<file path="src/rtl/usb_tx_pkg.sv">
// Shared USB TX definitions: buffer-tracker state encoding, write-width codes
// and the default maximum packet size.
package usb_tx_pkg;

    typedef enum logic [1:0] {
        EMPTY    = 2'd0,
        FILLING  = 2'd1,
        RESERVED = 2'd2
    } tx_state_e;

    localparam logic [1:0] WR_SIZE_B1  = 2'd0;
    localparam logic [1:0] WR_SIZE_B2  = 2'd1;
    localparam logic [1:0] WR_SIZE_B4  = 2'd2;
    localparam logic [1:0] WR_SIZE_ILL = 2'd3;

    localparam int MAX_BYTES_DEF = 64;
    localparam int SIZE_W        = 7;

    // Byte count carried by one AHB buffer write; the illegal code adds nothing.
    function automatic logic [2:0] wr_bytes(input logic [1:0] wr_size);
        case (wr_size)
            WR_SIZE_B1: wr_bytes = 3'd1;
            WR_SIZE_B2: wr_bytes = 3'd2;
            WR_SIZE_B4: wr_bytes = 3'd4;
            default:    wr_bytes = 3'd0;
        endcase
    endfunction

endpackage

</file>
<file path="src/rtl/tx_size_tracker_if.sv">
// Buffer-side and TX-side signals of the packet size tracker, grouped as one bus.
interface tx_size_tracker_if;
    import usb_tx_pkg::*;

    logic              buff_wr;
    logic [1:0]        wr_size;
    logic              tx_commit;
    logic              tx_data_req;
    logic              tx_pack_ds_clr;
    logic [SIZE_W-1:0] tx_packet_data_size;
    logic [SIZE_W-1:0] tx_remaining;
    logic              buff_resv;
    logic              tx_underrun;
    logic              size_ovf;

    modport master (
        output buff_wr, wr_size, tx_commit, tx_data_req, tx_pack_ds_clr,
        input  tx_packet_data_size, tx_remaining, buff_resv, tx_underrun, size_ovf
    );

    modport slave (
        input  buff_wr, wr_size, tx_commit, tx_data_req, tx_pack_ds_clr,
        output tx_packet_data_size, tx_remaining, buff_resv, tx_underrun, size_ovf
    );

endinterface

</file>
<file path="src/rtl/tx_remain_counter.sv">
// Bytes-remaining counter for a reserved packet: clear, load and
// single-step decrement, with a registered-count zero flag.
module tx_remain_counter
    import usb_tx_pkg::*;
(
    input  logic              clk,
    input  logic              n_rst,
    input  logic              clr,
    input  logic              load,
    input  logic [SIZE_W-1:0] load_val,
    input  logic              dec,
    output logic [SIZE_W-1:0] count,
    output logic              zero
);

    // NOTE: state uses non-blocking assignments and an async reset in the
    // sensitivity list, so all registers update together and reset needs no clock.
    always_ff @(posedge clk or negedge n_rst) begin
        if (!n_rst) begin
            count <= '0;
        end else if (clr) begin
            count <= '0;
        end else if (load) begin
            count <= load_val;
        end else if (dec && count != '0) begin
            count <= count - 1'b1;
        end
    end

    assign zero = (count == '0);

endmodule

</file>
<file path="src/rtl/tx_size_tracker.sv">
// USB TX packet size tracker: counts buffered bytes, reserves the buffer on
// commit and tracks consumption. Optional sticky overflow via TX_SIZE_OVF_FLAG_EN.
module tx_size_tracker
    import usb_tx_pkg::*;
#(
    parameter int MAX_BYTES = MAX_BYTES_DEF
) (
    input  logic         clk,
    input  logic         n_rst,
    tx_size_tracker_if.slave bus
);

    localparam logic [7:0] MAX_SZ = 8'(MAX_BYTES);

    tx_state_e         state;
    logic [SIZE_W-1:0] size;
    logic              resv;
    logic              underrun;

    logic              clr;
    logic              wr_legal;
    logic [7:0]        sum;
    logic              sat;
    logic [SIZE_W-1:0] size_next;
    logic              cnt_load;
    logic              cnt_dec;
    logic              cnt_zero;
    logic [SIZE_W-1:0] cnt_val;

    assign clr = bus.tx_pack_ds_clr;

    // NOTE: every combinational output gets a default first so no latch is inferred.
    always_comb begin
        wr_legal  = 1'b0;
        sum       = '0;
        sat       = 1'b0;
        size_next = size;
        cnt_load  = 1'b0;
        cnt_dec   = 1'b0;

        wr_legal = bus.buff_wr && (bus.wr_size != WR_SIZE_ILL) && (state != RESERVED);
        sum      = {1'b0, size} + {5'd0, wr_bytes(bus.wr_size)};
        sat      = wr_legal && (sum > MAX_SZ);
        if (wr_legal) begin
            size_next = sat ? MAX_SZ[SIZE_W-1:0] : sum[SIZE_W-1:0];
        end

        // Commit captures the size including any write in the same cycle.
        cnt_load = (state == FILLING) && bus.tx_commit && !clr;
        cnt_dec  = (state == RESERVED) && bus.tx_data_req && !clr;
    end

    always_ff @(posedge clk or negedge n_rst) begin
        if (!n_rst) begin
            state    <= EMPTY;
            size     <= '0;
            resv     <= 1'b0;
            underrun <= 1'b0;
        end else if (clr) begin
            state    <= EMPTY;
            size     <= '0;
            resv     <= 1'b0;
            underrun <= 1'b0;
        end else begin
            underrun <= (state == RESERVED) && bus.tx_data_req && cnt_zero;
            case (state)
                EMPTY: begin
                    size <= size_next;
                    if (wr_legal) state <= FILLING;
                end
                FILLING: begin
                    size <= size_next;
                    if (bus.tx_commit) begin
                        resv  <= 1'b1;
                        state <= RESERVED;
                    end
                end
                RESERVED: ;
                default: state <= EMPTY;
            endcase
        end
    end

`ifdef TX_SIZE_OVF_FLAG_EN
    logic ovf;

    always_ff @(posedge clk or negedge n_rst) begin
        if (!n_rst) begin
            ovf <= 1'b0;
        end else if (clr) begin
            ovf <= 1'b0;
        end else if (sat) begin
            ovf <= 1'b1;
        end
    end

    assign bus.size_ovf = ovf;
`else
    assign bus.size_ovf = 1'b0;
`endif

    tx_remain_counter u_remain (
        .clk      (clk),
        .n_rst    (n_rst),
        .clr      (clr),
        .load     (cnt_load),
        .load_val (size_next),
        .dec      (cnt_dec),
        .count    (cnt_val),
        .zero     (cnt_zero)
    );

    assign bus.tx_packet_data_size = size;
    assign bus.tx_remaining        = cnt_val;
    assign bus.buff_resv           = resv;
    assign bus.tx_underrun         = underrun;

endmodule
</file>
<file path="src/flat_wrapper.sv">
// flat-port wrapper written by rule: the top's interface ports become plain ports
module tx_size_tracker_flat import usb_tx_pkg::*;
#(
    parameter int MAX_BYTES = MAX_BYTES_DEF
)
  (clk, n_rst, bus_buff_wr, bus_wr_size, bus_tx_commit, bus_tx_data_req, bus_tx_pack_ds_clr, bus_tx_packet_data_size, bus_tx_remaining, bus_buff_resv, bus_tx_underrun, bus_size_ovf);
  tx_size_tracker_if bus_i ();
  input  logic clk;
  input  logic n_rst;
  input wire logic [$bits(bus_i.buff_wr)-1:0] bus_buff_wr;
  input wire logic [$bits(bus_i.wr_size)-1:0] bus_wr_size;
  input wire logic [$bits(bus_i.tx_commit)-1:0] bus_tx_commit;
  input wire logic [$bits(bus_i.tx_data_req)-1:0] bus_tx_data_req;
  input wire logic [$bits(bus_i.tx_pack_ds_clr)-1:0] bus_tx_pack_ds_clr;
  output wire logic [$bits(bus_i.tx_packet_data_size)-1:0] bus_tx_packet_data_size;
  output wire logic [$bits(bus_i.tx_remaining)-1:0] bus_tx_remaining;
  output wire logic [$bits(bus_i.buff_resv)-1:0] bus_buff_resv;
  output wire logic [$bits(bus_i.tx_underrun)-1:0] bus_tx_underrun;
  output wire logic [$bits(bus_i.size_ovf)-1:0] bus_size_ovf;
  assign bus_i.buff_wr = bus_buff_wr;
  assign bus_i.wr_size = bus_wr_size;
  assign bus_i.tx_commit = bus_tx_commit;
  assign bus_i.tx_data_req = bus_tx_data_req;
  assign bus_i.tx_pack_ds_clr = bus_tx_pack_ds_clr;
  assign bus_tx_packet_data_size = bus_i.tx_packet_data_size;
  assign bus_tx_remaining = bus_i.tx_remaining;
  assign bus_buff_resv = bus_i.buff_resv;
  assign bus_tx_underrun = bus_i.tx_underrun;
  assign bus_size_ovf = bus_i.size_ovf;
  tx_size_tracker #(.MAX_BYTES(MAX_BYTES)) u_core (.clk(clk), .n_rst(n_rst), .bus(bus_i));
endmodule
</file>
<file path="config.mk">
export PLATFORM = sky130hd
export DESIGN_NAME = tx_size_tracker_flat
export DESIGN_NICKNAME = d
export VERILOG_FILES = /design/src/rtl/usb_tx_pkg.sv /design/src/rtl/tx_size_tracker_if.sv /design/src/rtl/tx_remain_counter.sv /design/src/rtl/tx_size_tracker.sv /design/src/flat_wrapper.sv
export SDC_FILE = /design/constraint.sdc
export NUM_CORES = 1
export LEC_CHECK = 0
export BUFFER_PORTS_ARGS = -buffer_cell sky130_fd_sc_hd__buf_2
export CORE_ASPECT_RATIO = 1.4
export CORE_MARGIN = 2
export CORE_UTILIZATION = 60
export CTS_BUF_LIST = sky130_fd_sc_hd__clkbuf_8
export DETAILED_ROUTE_END_ITERATION = 10
export GPL_TIMING_DRIVEN = 0
export PLACE_DENSITY_LB_ADDON = 0.2
export SYNTH_ARGS = -nofsm -noshare
export SYNTH_HDL_FRONTEND = slang
export SYNTH_SLANG_ARGS = --single-unit
</file>
<file path="constraint.sdc">
create_clock -name clk -period 6.1 [get_ports clk]
set_input_delay 1.22 -clock clk [delete_from_list [all_inputs] [get_ports clk]]
set_output_delay 1.22 -clock clk [all_outputs]
set_load 0.05 [all_outputs]
</file>
# After elaboration in Yosys (flattened, before gate mapping)
# Index checks and enable logic that the tools add are counted.
[word_totals]
reg_bits = 18
inputBits = 8
out_inout_bits = 17
elab_cells = 54
[classes]
add_sub_neg = 2
order_cmp = 1
n_eq_ne = 9
mux = 16
reduce_logical = 21
[op_table]
columns = ["operator", "n"]
rows = [
  ["2-to-1 mux 7 bit", 7],
  ["logical AND 1 bit", 9],
  ["case mux 3 bit (3 select lines)", 1],
  ["adder 7 x 3 -> 8 bit", 1],
  ["greater-than comparator 8 x 7 -> 1 bit, second input constant", 1],
  ["zero test 7 bit", 1],
  ["nonzero test 7 bit", 1],
  ["subtractor 7 x 1 -> 7 bit, second input constant", 1],
  ["2-to-1 mux 2 bit", 3],
  ["inequality test 2 bit, second input constant", 3],
  ["case mux 2 bit (3 select lines)", 1],
  ["nonzero test 2 bit", 3],
  ["== test 2 x 1 -> 1 bit, second input constant", 2],
  ["== test 2 bit, second input constant", 2],
  ["zero test 2 bit", 2],
  ["2-to-1 mux 1 bit", 4],
  ["inequality test 3 x 2 -> 1 bit, second input constant", 1],
  ["inequality test 3 bit, second input constant", 1],
  ["AND reduction 3 bit", 1],
  ["nonzero test 3 bit", 1],
  ["AND reduction 2 bit", 1],
  ["OR reduction 2 bit", 1],
  ["zero test 1 bit", 1],
]

# Longest topological paths before layout
# Gate-level depths: netlist of run 1.
[depth]
ltp_word = 9
mapped_depth = 8
depth_no_buf = 8

# By module
# A second synthesis of run 1 with hierarchy kept.
[hier_totals]
cells_unflattened = 161
hier_area_um2 = 1403.8
[by_module_without_submodules]
columns = ["module", "instances", "cells_each", "area_per_inst_um2", "seq_area_each_um2"]
rows = [
  ["tx_size_tracker", 1, 102, 879.6, 275.3],
  ["tx_remain_counter", 1, 59, 524.3, 175.2],
]

# Least setup slack after synthesis of run 1
# Ideal clock, no wire load.
[synth_timing]
path_kind = "in2reg"
start = "in bus_wr_size[1]"
end = "reg u_core.u_remain.count[4]"
setup_time_ns = 0.094
arrival_ns = 2.727
t_required_ns = 6.006
slack_ns = 3.279
stages = 8
path_buffers = 0
cell_sequence = "nor2_1 ha_1 fa_1 a21o_1 a31o_2 o21ai_4 nand3_1 a221oi_2"
[synth_between]
elab_chain_len = 9
word_cells_on_any_way = 14
classes_between = "1 x add/sub; 1 x order compare; 3 x eq/ne; 5 x mux; 4 x reduce/logical"
[synth_rtl]
columns = ["item", "line_no", "rtl"]
rows = [
  ["start: declaration", "flat_wrapper.sv:11", "input wire logic [$bits(bus_i.wr_size)-1:0] bus_wr_size;"],
  ["== test 2 bit, or another cell as far along", "usb_tx_pkg.sv:21", "case (wr_size)"],
  ["case mux 3 bit (3 select lines)", "usb_tx_pkg.sv:21", ""],
  ["adder 7 x 3 -> 8 bit", "tx_size_tracker.sv:42", "sum = {1'b0, size} + {5'd0, wr_bytes(bus.wr_size)};"],
  ["greater-than comparator 8 x 7 -> 1 bit", "tx_size_tracker.sv:43", "sat = wr_legal && (sum > MAX_SZ);"],
  ["logical AND 1 bit", "tx_size_tracker.sv:43", ""],
  ["2-to-1 mux 7 bit", "tx_size_tracker.sv:45", "size_next = sat ? MAX_SZ[SIZE_W-1:0] : sum[SIZE_W-1:0];"],
  ["2-to-1 mux 7 bit *", "tx_size_tracker.sv:44", "if (wr_legal) begin"],
  ["2-to-1 mux 7 bit *", "tx_remain_counter.sv:23", "end else if (load) begin"],
  ["2-to-1 mux 7 bit *", "tx_remain_counter.sv:21", "end else if (clr) begin"],
  ["end signal: assignment", "tx_remain_counter.sv:24", "count <= load_val;"],
  ["end signal: assignment", "tx_remain_counter.sv:26", "count <= count - 1'b1;"],
  ["end: declaration", "tx_remain_counter.sv:12", "output logic [SIZE_W-1:0] count,"],
]
# Mark *: on every way between the ends. The rest lies on a longest branch, timed or not.
# A chain may end at the register's enable or synchronous reset.

# Final worst setup path of run 1
[layout_timing]
start = "in bus_wr_size[1]"
end = "reg u_core.u_remain.count[2]"
# The elaborated chain is that of the path after synthesis.

==> results of run 1 <==
-- kinds of logic after synthesis --
family,Yosys count,synth area share (%)
DFF,18,36.1
AOI/OAI and AO/OA,37,21.7
buffers and inverters,10,3.41
adders and majority gates,6,6.63
xor gates and xnor gates,7,4.92
and+or+nand+nor,58,26.0
other,1,0.301
muxes,1,0.904
-- registers in the layout (all words and copies together), names as in the netlist --
name                            cells
u_core.bus.tx_packet_data_size      7
u_core.bus.tx_underrun              1
u_core.state                        2
u_core.u_remain.count               7
u_core.bus.buff_resv                1
-- critical path, delay by kind of cell --
| kind | cells | cell delay [ns] |
|---|---|---|
| compound gates | 4 | 0.88 |
| simple gates | 2 | 0.21 |
| buf+inv | 1 | 0.11 |
| fa+ha+maj | 2 | 0.61 |
-- placed cells by master (no fill, tap or decap), drive strengths merged, types with 3 or more instances in the layout --
cell and count:
a21oi 16, a221oi 4, ha 5, inv 4, clkbuf 8, nor3 5, xnor2 4, nand3 10
nand2b 3, o21ai 6, nor2 9, nand2 13, xor2 3, buf 24, dfrtp 18
-- power groups by stage --
stage | Sequential [mW] | Clock, mW | Combinational (mW)
finish | 0.133 | 0.0993 | 0.0788
global route | 0.134 | 0.105 | 0.0860
CTS | 0.133 | 0.101 | 0.0793
detailed placement | 0.136 | 0 | 0.0789
global placement | 0.135 | 0 | 0.0765
floorplan | 0.152 | 0 | 0.0414
-- per-layer routing --
layer	GRT usage (%)	up-vias	share of wire, %
met5	0	-	0
met4	14.7	0	2.7
met3	2.49	8	4.6
met2	41.5	37	51
met1	28.7	516	41
li1	-	553	-
-- worst max-delay path by stage --
stage | from | to
after detailed placement | bus_wr_size[1] | u_core.u_remain.count[2]
after global placement | bus_wr_size[1] | u_core.u_remain.count[4]
after CTS | bus_wr_size[1] | u_core.u_remain.count[2]
final | bus_wr_size[1] | u_core.u_remain.count[2]
after global routing | bus_wr_size[1] | u_core.u_remain.count[2]
after floorplan | bus_wr_size[1] | u_core.u_remain.count[4]
-- cell type report --
type	count	area share, %
timing repair buffer	22	7.66
inverter	4	1.04
clock buffer	4	3.83
tap	21	1.83
buffer	6	1.91
sequential	18	31.3
multi-input combinational	110	52.4
==> metrics.txt, run 1 <==
status finished clean; clk root buf clkbuf_8; slowest stage delay, CP 0.41 ns; setup tns final 0 ns; Total Routing Usage GR approximately 24%; combinational fraction of design power 25.3%; area taken by flip-flops and latches about 450 um^2; Cells after Synth between 100 and 150; wire per inst 14.4 um; vias in the first global route ~1100; vias between 1000 and 1500; Mapped Area 1250 um^2; Final Setup Violations 0; # Max-Cap Violations 0; Multi-input gate area about 750 um^2; Post-synth ARST share 100%; critical path fanouts, max 10; clk buf depth 2; final wirelength approximately 2.7 mm; Hold Crit Endpoint u_core.bus.buff_resv; global-route wire length before repair approximately 4.5 mm; Setup WS pre-CTS a little under 3 ns; Hold Vio Cnt, Final 0; Placed Instances roughly 180; initial core utilization a little over three fifths; Hold Path Origin u_core.bus.buff_resv; clock sink count 18; hold slack final between 0.5 and 0.6 ns; FF-to-FF Start u_core.bus.tx_packet_data_size[0]; Detail Placement HPWL around 2.1 mm; reg-to-reg slack, setup 3.89 ns; #FFs+latches synth 18; Slew @ Worst Pin 0.510 ns; layout net count ~180; Detailed Routing Iterations Pass 1 4; Setup Buffers After CTS 0; unrepaired setup endpoints after global routing false; initial antenna violation count 0; crit path launch type input pin; die area 2460 um^2; Core Rows 19; worst-skew pair later-pin latency between 0.2 and 0.3 ns; routability cong. just under 0.9; Pwr Density approximately 220 nW/um^2; Seq/Total Area, Yosys between 30% and 40%; Synth top area share 36.1%; Clock Power Share a little under a third; area grow syn2layout 15.4%; synth unique cells 43; DRC viols 0; global route overflow 0; most common cell in the netlist dfrtp_1; Pint between 0.2 and 0.25 mW; ratio of cells with drive above 1 in the final layout between 20% and 30%; utilization after layout ~73%; Synth Flop Type dfrtp_1; I/O pin cnt 25; type of the worst setup path input pin to flip-flop; post-CTS sizing 0; Finished Cell Area about 1400 um^2; fin crit share approximately 47%; Die Wd 42.5 um; Worst-path clk slew ~0.07 ns; Min Clock Period, post-route about 2.9 ns; Hold Buf Count CTS 0; CTS buffer count 3; Max-slew headroom between 60 and 70%; port buffer count 22; largest net degree at the start of global routing 19; Routed Antenna Nets 0; Post-synth top cells dfrtp_1, a21oi_1, nand2_1, nand3_1, nor2_1; number of H-tree levels 1; P_sw 0.104 mW; Cell Area, Placed between 1000 and 1500 um^2; Worst R2R End u_core.u_remain.count[2]; Avg Inst Size Synth between 9 and 10 um^2; Clock Skew about 0.0015 ns; non-filler cells, final ~190; register share of total power between 40% and 50%; CP arrival just over 3 ns; Reg2Reg Depth 7; die height around 58 um; ranking of synthesized cells by area dfrtp_1, a21oi_1, ha_1; Max Fclk approximately 350 MHz; CP Cell Sequence buf_2, nor2_1, ha_1, fa_1, a21o_1, a31o_2, o21ai_4, nand3_1, a221oi_2; Fill cells 158; core area about 2000 um^2; Worst Hold Class flip-flop to flip-flop; leakage roughly 0.67 nW; post-layout total power 0.312 mW; Worst Path Required approximately 6.3 ns; final worst slack 3.24 ns; Sw Share about a third; Slew Limit Fails 0; Yosys top cell by area dfrtp_1; YS warnings 0; Post-synth EDFFs 0; crit path capture type flip-flop; vias per cell between 6 and 7; TritonCTS clock tree built; VDD IR max about 0.16 mV; worst hold path depth 2; syn nets 152; n_diodes 0; Iteration-0 DRC Markers 29; CP max-delay cell fa_1
Note: power is estimated with default switching activity, not from simulation.
==> inputs of run 2 (changes only) <==
CORE_UTILIZATION = 56   (was 60)
clock period = 2.7 ns   (was 6.1 ns; I/O delays follow)
==> metrics.txt, run 2 (same netlist as run 1, synthesis figures left out) <==
status finished clean (unchanged); slowest stage delay, CP 0.42 ns (was 0.41 ns); most common cell after layout, fill and taps aside buf_2 (unchanged); Worst R2R End u_core.u_remain.count[2] (unchanged); Die Wd 43.9 um (was 42.5 um); clk root buf clkbuf_8 (unchanged); Setup Buffers After CTS 0 (unchanged); clock sink count 18 (unchanged); n_diodes 0 (unchanged); unrepaired setup endpoints after global routing false (unchanged); FF-to-FF Start u_core.bus.tx_packet_data_size[0] (unchanged); Routed Antenna Nets 0 (unchanged); hold slack final 0.205 ns (was 0.513 ns); Max Fclk 458 MHz; VDD IR max 0.339 mV (was 0.158 mV); crit path buf inv count 0 (was 1); vias per cell 6.04 (was 6.02); TritonCTS clock tree built (unchanged); Multi-input gate area 753 um^2 (unchanged); type of the worst setup path flip-flop to flip-flop (was input pin to flip-flop); Iteration-0 DRC Markers 38 (was 29); initial antenna violation count 0 (unchanged); port buffer count 22 (unchanged); Worst Path Required 2.86 ns (was 6.27 ns); Finished Cell Area 1430 um^2 (was 1440 um^2); ratio of cells with drive above 1 in the final layout 25.2% (was 25.6%); Worst-path clk slew 0.06 ns (was 0.07 ns); Min Clock Period, post-route 2.19 ns; wire per inst 14.7 um (was 14.4 um); crit path launch type flip-flop (was input pin); P_sw 0.225 mW (was 0.104 mW); Final Setup Violations 0 (unchanged); Detail Placement HPWL 2.16 mm (was 2.12 mm); post-CTS sizing 0 (unchanged); end of the critical path u_core.u_remain.count[2] (unchanged); CP arrival 2.35 ns (was 3.03 ns); clk buf depth 2 (unchanged); Setup WS pre-CTS 0.279 ns (was 2.96 ns); Clock Skew 0.00141 ns (was 0.00150 ns); global route overflow 0 (unchanged); most frequent cells in the layout buf_2, dfrtp_1, a21oi_1 (unchanged); CP Cell Sequence ha_1, fa_1, a21o_1, a31o_2, o21ai_4, nand3_1, a221oi_2 (was buf_2, nor2_1, ha_1, fa_1, a21o_1, a31o_2, o21ai_4, nand3_1, a221oi_2); top cell family by delay on the critical path compound AO/OA/AOI/OAI gates (unchanged); setup tns final 0 ns (unchanged); vias in the first global route 1132 (was 1057); reg-to-reg slack, setup 0.51 ns (was 3.89 ns); area taken by flip-flops and latches 450 um^2 (unchanged); largest net degree at the start of global routing 19 (unchanged); initial core utilization 57.9% (was 63.2%); CTS buffer count 3 (unchanged); Reg2Reg Depth 7 (unchanged); layout net count 179 (unchanged); global-route wire length before repair 4.78 mm (was 4.49 mm); Worst Hold Class input pin to async pin (was flip-flop to flip-flop); vias 1118 (was 1114); routability cong. 0.837 (was 0.891); final wirelength 2.71 mm (was 2.66 mm); Slew Limit Fails 0 (unchanged); Total Routing Usage GR 24.5% (was 24.2%); Hold Vio Cnt, Final 0 (unchanged); register share of total power 45.4% (was 42.8%); Pint 0.439 mW (was 0.208 mW); DRC viols 0 (unchanged); number of H-tree levels 1 (unchanged); I/O pin cnt 25 (unchanged); Sw Share 33.9% (was 33.3%); core area 2150 um^2 (was 1970 um^2); Crit path depth 7 (was 9); Core Rows 20 (was 19); Worst setup startpoint u_core.bus.tx_packet_data_size[0] (was bus_wr_size[1]); combinational fraction of design power 26.8% (was 25.3%); Detailed Routing Iterations Pass 1 4 (unchanged); fin crit share around 81%; die area 2620 um^2 (was 2460 um^2); Clock Power Share 27.9% (was 31.9%); Pwr Density 466 nW/um^2 (was 217 nW/um^2); Cell Area, Placed 1380 um^2 (about the same); worst-skew pair later-pin latency 0.25 ns (was 0.26 ns); # Max-Cap Violations 0 (unchanged); leakage 0.660 nW (was 0.667 nW); final worst slack 0.514 ns (was 3.24 ns); CP max-delay cell dfrtp_1 (was fa_1); die height 59.8 um (was 57.9 um); critical path fanouts, max 10 (unchanged); crit path capture type flip-flop (unchanged); area grow syn2layout 14.4% (was 15.4%); Hold Buf Count CTS 0 (unchanged); utilization after layout 66.2% (was 72.9%); Fill cells 192 (was 158)
run 2: area by class of cell:
type,count,share of cell area [%]
repair buffers,22,7.73
plain buffers,6,1.93
inverters,4,1.05
well taps,22,1.93
multi-input cells,110,52.9
clock buffers,3,2.90
flip-flops and latches,18,31.6
run 2: per-stage QoR:
| step | power [mW] | std cells |
|---|---|---|
| floorplan | 0.438 | 138 |
| global placement | 0.478 | 182 |
| detailed placement | 0.485 | 182 |
| CTS | 0.672 | 185 |
| global route | 0.701 | 185 |
| finish | 0.665 | 185 |
run 2: power by group through the flow:
stage	Sequential [mW]	Combinational, mW	Clock [mW]
after CTS	0.301	0.179	0.192
final	0.302	0.178	0.185
after floorplan	0.344	0.0936	0
after global placement	0.305	0.173	0
after detailed placement	0.306	0.178	0
after global routing	0.304	0.198	0.199
run 2: worst min path at each step:
stage / from / cells past startpoint / end / slack [ns]
2_1_floorplan: n_rst / 0 / u_core.bus.buff_resv / 0.24
4_1_cts: n_rst / 1 / u_core.bus.tx_underrun / 0.21
3_5_place_dp: n_rst / 1 / u_core.bus.tx_underrun / 0.49
5_1_grt: n_rst / 1 / u_core.bus.tx_underrun / 0.23
6_report: n_rst / 1 / u_core.bus.tx_underrun / 0.20
3_3_place_gp: n_rst / 1 / u_core.bus.tx_underrun / 0.48
run 2: worst reg2reg max path: stages (launching register included):
cell and delay [ns]:
dfrtp_1 0.42, ha_1 0.25, fa_1 0.42, a21o_1 0.21
a31o_2 0.27, o21ai_4 0.13, nand3_1 0.14, a221oi_2 0.26
run 2: layer usage:
metal	GRT usage, %	wire length (um)	vias up
met4	9.52	51	0
met5	0	0	-
met3	2.72	97	4
met1	27.2	1090	536
li1	-	-	548
met2	46.2	1480	30
